===== src/rtl/vga_pkg.sv =====
// Shared 640x480@60 raster constants; the bit generator imports the same bounds.
package vga_pkg;
    localparam int COUNT_W = 10;

    localparam int H_VISIBLE = 640;
    localparam int H_FRONT   = 16;
    localparam int H_SYNC    = 96;
    localparam int H_BACK    = 48;
    localparam int H_TOTAL   = H_VISIBLE + H_FRONT + H_SYNC + H_BACK;
    localparam int H_SYNC_START = H_VISIBLE + H_FRONT;
    localparam int H_SYNC_END   = H_SYNC_START + H_SYNC;

    localparam int V_VISIBLE = 480;
    localparam int V_FRONT   = 10;
    localparam int V_SYNC    = 2;
    localparam int V_BACK    = 33;
    localparam int V_TOTAL   = V_VISIBLE + V_FRONT + V_SYNC + V_BACK;
    localparam int V_SYNC_START = V_VISIBLE + V_FRONT;
    localparam int V_SYNC_END   = V_SYNC_START + V_SYNC;

    // Half-open window test: lo <= count < hi.
    function automatic logic inWindow(input logic [COUNT_W-1:0] count, input int lo, input int hi);
        return (int'(count) >= lo) && (int'(count) < hi);
    endfunction
endpackage


===== src/rtl/pix_clk_en.sv =====
// Divides the system clock into a one-clk pixel enable; tick marks the clock on which pixEn rises.
module pix_clk_en #(
    parameter int CLK_DIV = 2
) (
    input  logic clk,
    input  logic reset,
    output logic tick,
    output logic pixEn
);
    localparam int DIV_W = (CLK_DIV > 1) ? $clog2(CLK_DIV) : 1;
    localparam logic [DIV_W-1:0] DIV_LAST = DIV_W'(CLK_DIV - 1);

    logic [DIV_W-1:0] divCnt;

    // With CLK_DIV=1 DIV_LAST is 0, so tick stays high and pixEn is held after reset.
    assign tick = (divCnt == DIV_LAST);

    always_ff @(posedge clk or negedge reset) begin
        if (!reset) begin
            divCnt <= '0;
            pixEn  <= 1'b0;
        end else begin
            divCnt <= tick ? '0 : divCnt + DIV_W'(1);
            pixEn  <= tick;
        end
    end
endmodule


===== src/rtl/vga_timing_gen.sv =====
// Raster timing generator: pixel enable, h/v counters and zero-skew registered sync/blank/strobe outputs.
module vga_timing_gen #(
    parameter int   CLK_DIV   = 2,
    parameter int   H_VISIBLE = vga_pkg::H_VISIBLE,
    parameter int   H_FRONT   = vga_pkg::H_FRONT,
    parameter int   H_SYNC    = vga_pkg::H_SYNC,
    parameter int   H_BACK    = vga_pkg::H_BACK,
    parameter int   V_VISIBLE = vga_pkg::V_VISIBLE,
    parameter int   V_FRONT   = vga_pkg::V_FRONT,
    parameter int   V_SYNC    = vga_pkg::V_SYNC,
    parameter int   V_BACK    = vga_pkg::V_BACK,
    parameter logic SYNC_POL  = 1'b0
) (
    input  logic       clk,
    input  logic       reset,
    output logic       pixEn,
    output logic [9:0] hCount,
    output logic [9:0] vCount,
    output logic       bright,
    output logic       hSync,
    output logic       vSync,
    output logic       lineStart,
    output logic       frameStart,
    output logic       vBlank
);
    import vga_pkg::*;

    localparam int hTotal   = H_VISIBLE + H_FRONT + H_SYNC + H_BACK;
    localparam int vTotal   = V_VISIBLE + V_FRONT + V_SYNC + V_BACK;
    localparam int hSyncLo  = H_VISIBLE + H_FRONT;
    localparam int hSyncHi  = hSyncLo + H_SYNC;
    localparam int vSyncLo  = V_VISIBLE + V_FRONT;
    localparam int vSyncHi  = vSyncLo + V_SYNC;
    localparam logic [COUNT_W-1:0] hLast = COUNT_W'(hTotal - 1);
    localparam logic [COUNT_W-1:0] vLast = COUNT_W'(vTotal - 1);

    logic               tick;
    logic [COUNT_W-1:0] hNext;
    logic [COUNT_W-1:0] vNext;
    logic               hWrap;
    logic               vWrap;

    pix_clk_en #(
        .CLK_DIV(CLK_DIV)
    ) uPixClkEn (
        .clk  (clk),
        .reset(reset),
        .tick (tick),
        .pixEn(pixEn)
    );

    // Next raster position; the counters load it on the same edge that raises pixEn.
    always_comb begin
        hNext = hCount;
        vNext = vCount;
        hWrap = 1'b0;
        vWrap = 1'b0;
        if (tick) begin
            if (hCount == hLast) begin
                hNext = '0;
                hWrap = 1'b1;
                if (vCount == vLast) begin
                    vNext = '0;
                    vWrap = 1'b1;
                end else begin
                    vNext = vCount + COUNT_W'(1);
                end
            end else begin
                hNext = hCount + COUNT_W'(1);
            end
        end
    end

    // Decoding from hNext/vNext keeps every flag aligned with the counter it describes.
    always_ff @(posedge clk or negedge reset) begin
        if (!reset) begin
            hCount     <= hLast;
            vCount     <= vLast;
            bright     <= 1'b0;
            vBlank     <= 1'b1;
            hSync      <= ~SYNC_POL;
            vSync      <= ~SYNC_POL;
            lineStart  <= 1'b0;
            frameStart <= 1'b0;
        end else begin
            hCount     <= hNext;
            vCount     <= vNext;
            bright     <= inWindow(hNext, 0, H_VISIBLE) && inWindow(vNext, 0, V_VISIBLE);
            vBlank     <= !inWindow(vNext, 0, V_VISIBLE);
            hSync      <= inWindow(hNext, hSyncLo, hSyncHi) ? SYNC_POL : ~SYNC_POL;
            vSync      <= inWindow(vNext, vSyncLo, vSyncHi) ? SYNC_POL : ~SYNC_POL;
            lineStart  <= hWrap;
            frameStart <= hWrap && vWrap;
        end
    end
endmodule


===== config.mk =====
export PLATFORM = sky130hd
export DESIGN_NAME = vga_timing_gen
export DESIGN_NICKNAME = d
export VERILOG_FILES = /design/src/rtl/vga_pkg.sv /design/src/rtl/pix_clk_en.sv /design/src/rtl/vga_timing_gen.sv
export SDC_FILE = /design/constraint.sdc
export NUM_CORES = 1
export LEC_CHECK = 0
export CORE_ASPECT_RATIO = 0.9
export CORE_MARGIN = 2
export CORE_UTILIZATION = 24
export DETAILED_ROUTE_END_ITERATION = 10
export PLACE_DENSITY = 0.47
export SYNTH_ARGS = -nofsm -noshare
export SYNTH_HDL_FRONTEND = slang
export SYNTH_SLANG_ARGS = --single-unit

===== constraint.sdc =====
create_clock -name clk -period 3.51 [get_ports clk]
set_input_delay 0.8775 -clock clk [delete_from_list [all_inputs] [get_ports clk]]
set_output_delay 0.8775 -clock clk [all_outputs]
set_load 0.03 [all_outputs]

==> out/metrics.csv <==
stage,metric,value,unit
logic_synthesis,Synth Area in Adders,0.02786,
logic_synthesis,largest cells by area after synthesis,"dfrtp_1 (28%), dfstp_2 (25%), xnor2_1 (5.8%)",
logic_synthesis,number of synthesized flops with an enable pin,0,
setup_path,Critical Path Fanout Max,14,
logic_synthesis,post-synthesis mux area share,0.01486,
power_and_ir_drop,Power Density,302.7,mW/mm^2
drt,wire per inst,13.10,um
timing,FMAX,359.5,MHz
cells_and_area,"commonest non-fill, non-tap cells in the layout","clkdlybuf4s50_1 (28), dfrtp_1 (15), inv_1 (14), dfstp_2 (13), nand2_1 (10)",
clock_tree,"Clk Latency, worst-skew pair",270,ps
outcome,status,completed,
setup_path,WP data arrival,2970,ps
power_and_ir_drop,P_leak,0.7108,nW
setup_path,Startpoint Class,flop,
cells_and_area,"most common cell after layout, fill and taps aside",clkdlybuf4s50_1,
drt,Residual DRC,0,
drt,ANT nets after route,0,
cells_and_area,# diodes,0,
cells_and_area,non-filler instance count after layout,225,
drt,drt via density,4.413,
logic_synthesis,compound-cell area share of the yosys netlist,0.05478,
grt,initial antenna violation count,0,
logic_synthesis,Synth area leader,dfrtp_1,
grt,first-pass GRT wire length,4905,um
grt,largest net degree at the start of global routing,29,
timing,Slew Limit Headroom,0.6649,
worst_hold_path,worst hold path class,reg -> reg,
logic_synthesis,Synth Instances,129,
grt,vias in the first global route,1011,
logic_synthesis,post-synthesis area per instance,10.45,um^2
timing,Final Hold Viols,0,
cells_and_area,layout cells sized above 1,0.1456,
grt,grt total ovfl,0,
setup_path,Worst path slowest cell,or4_1,
floorplan,Core Rows,25,
logic_synthesis,largest family of logic cells by synthesized area,simple AND/OR/NAND/NOR gates,
power_and_ir_drop,peak supply drop,160.5,uV
clock_tree,deepest clock path buffer count,2,
logic_synthesis,simple-gate area share of the yosys netlist,0.2163,
setup_path,"CP delay by family, top",simple AND/OR/NAND/NOR gates,
drt,first-pass iteration count of the detailed router,4,
clock_tree,CTS H-Tree Depth,1,
timing,RSZ-0062 raised after global routing,no,
clock_tree,CTS Hold Buffers Added,0,
clock_tree,PostCTS Resize Cnt,0,
clock_tree,Setup Buffers After CTS,0,
timing,actual slew at the worst max-slew pin,502.6,ps
logic_synthesis,mapped cell area,0.001348,mm^2
setup_path,Critical Path End Type,flop,
cells_and_area,"Area growth, synth to finish",29.25,%
logic_synthesis,Ys Warns,0,
floorplan,IO Pins,29,
setup_path,FF-to-FF setup slack,730,ps
logic_synthesis,Syn Nets,134,
logic_synthesis,flop and latch count out of synthesis,28,
logic_synthesis,share of flip-flops with an asynchronous set or reset,1.000,
floorplan,starting density of the core,0.2519,
placement,cell count after placement,221,
floorplan,Die ar.,0.006231,mm^2
timing,post-layout min period,2782,ps
placement,I/O Buffers,28,
floorplan,Die H,75.09,um
setup_path,cell breakdown of the critical path,ha_1 > nand2_1 > or4_1 > inv_1 > nand2_1 > o31ai_1 > nand4b_1,
logic_synthesis,top cell type's share of synthesized area,0.2786,
setup_path,crit path buf inv count,1,
clock_tree,CTS Buf Count,3,
floorplan,Horiz. Die Dim,82.99,um
setup_path,CP peak stage delay,810,ps
timing,# setup viols final,0,
clock_tree,CTS root buf,clkbuf_8,
timing,clk_skew,4.979,ps
timing,min setup slack post-route,728.4,ps
logic_synthesis,Synth Area in XOR/XNOR,0.09099,
timing,final slew viol count,0,
setup_path,"most used cell, CP",nand2_1,
floorplan,Core Area,0.005349,mm^2
timing,Post-Route Setup TNS,0,ps
drt,DRT Wirelength,2948,um
flow_run,Max-Cap Viols,0,
placement,routability-driven placement congestion ratio,0.7654,
clock_tree,CTS sink count,28,
grt,GRT Total Usage,0.09914,
logic_synthesis,"Seq/Total Area, Yosys",0.5320,
placement,DP Worst Slack,716.8,ps
clock_tree,Worst-path clk slew,90,ps
placement,hpwl dp,2203,um
timing,"Period Utilization, post-route",0.7925,
setup_path,critical path type,reg -> reg,
clock_tree,TritonCTS clock tree,yes,
setup_path,worst endpoint required time,3700,ps
drt,Vias,993,
logic_synthesis,Synth Flop Type,dfrtp_1,
cells_and_area,Post-layout nets,164,
cells_and_area,fin util,0.3256,
logic_synthesis,library cells used by synthesis,31,
drt,initial detailed-routing violation count,78,
[state kept, by name, indices dropped and copies added (netlist names)]
name	flops
hCount	10
uPixClkEn.tick	1
frameStart	1
hSync	1
lineStart	1
bright	1
vBlank	1
vCount	10
vSync	1
uPixClkEn.pixEn	1
[worst reg2reg max path: stages (launching register included)]
cell and delay (ps):
dfstp_2 590, ha_1 180, nand2_1 110, or4_1 810, inv_1 380, nand2_1 160
o31ai_1 320, nand4b_1 140
[stage by stage]
step	power [mW]	instance area [um^2]	hold slack, ps
final	0.5272	1742	525.3
after global routing	0.5543	1742	544.9
after CTS	0.5385	1742	530.3
after detailed placement	0.3374	1687	515.1
after global placement	0.3374	1687	514.3
after floorplan	0.3289	1348	348.7
[area by class of cell]
class	instances	area, um^2
fill	547	3607
tap	67	83.83
timing repair buffer	29	287.8
clock buffer	4	55.05
inverter	14	52.55
sequential	28	716.9
multi-input combinational	83	545.5
[report_power, final]
group          internal [mW]  leakage, nW  total, mW  switching (mW)
logic                0.00170        0.346    0.00792         0.00622
clock network          0.100       0.0288      0.196          0.0958
registers              0.323        0.336      0.323               0
[worst paths after layout]
check	end	cells after the start	from
max in group asynchronous	vCount[2]	2	reset
setup / recovery	vSync	7	hCount[0]
hold reg to reg	vCount[8]	1	vCount[8]
setup reg to reg	vSync	7	hCount[0]
min in group asynchronous	hCount[6]	2	reset
hold / removal	vCount[8]	1	vCount[8]
[synth_stat cells, types with 2 or more instances]
cell type  number
nor3_2          2
dfrtp_1        15
inv_1          14
nor2_1          9
xnor2_1         9
buf_6           2
xor2_1          5
nor3b_1         2
dfstp_2        13
ha_1            3
o21ai_0         4
or3_1           3
mux2i_1         2
nor3_1          3
nor4_1          2
buf_2           2
nand4_1         5
nand2_1        10
nand3_1         8
a21oi_1         5
[cells by family (layout without fill, tap and decap cells)]
| family | Yosys count | count (layout) |
|---|---|---|
| adders and majority gates | 3 | 3 |
| xor gates and xnor gates | 14 | 14 |
| muxes | 2 | 2 |
| DFF | 28 | 28 |
| buffers and inverters | 18 | 47 |
| and+or+nand+nor | 52 | 52 |
| AOI/OAI and AO/OA | 12 | 12 |
[metal layers]
layer / part of all wire / wire length (um) / vias to the layer above / track usage
li1: - / - / 493 / -
met1: 0.48 / 1402 / 473 / 0.1280
met2: 0.48 / 1403 / 22 / 0.1604
met3: 0.034 / 100 / 5 / 0.02851
met4: 0.014 / 41 / 0 / 0.03825
met5: 0 / 0 / - / 0
(Power assumes the default switching activity.)
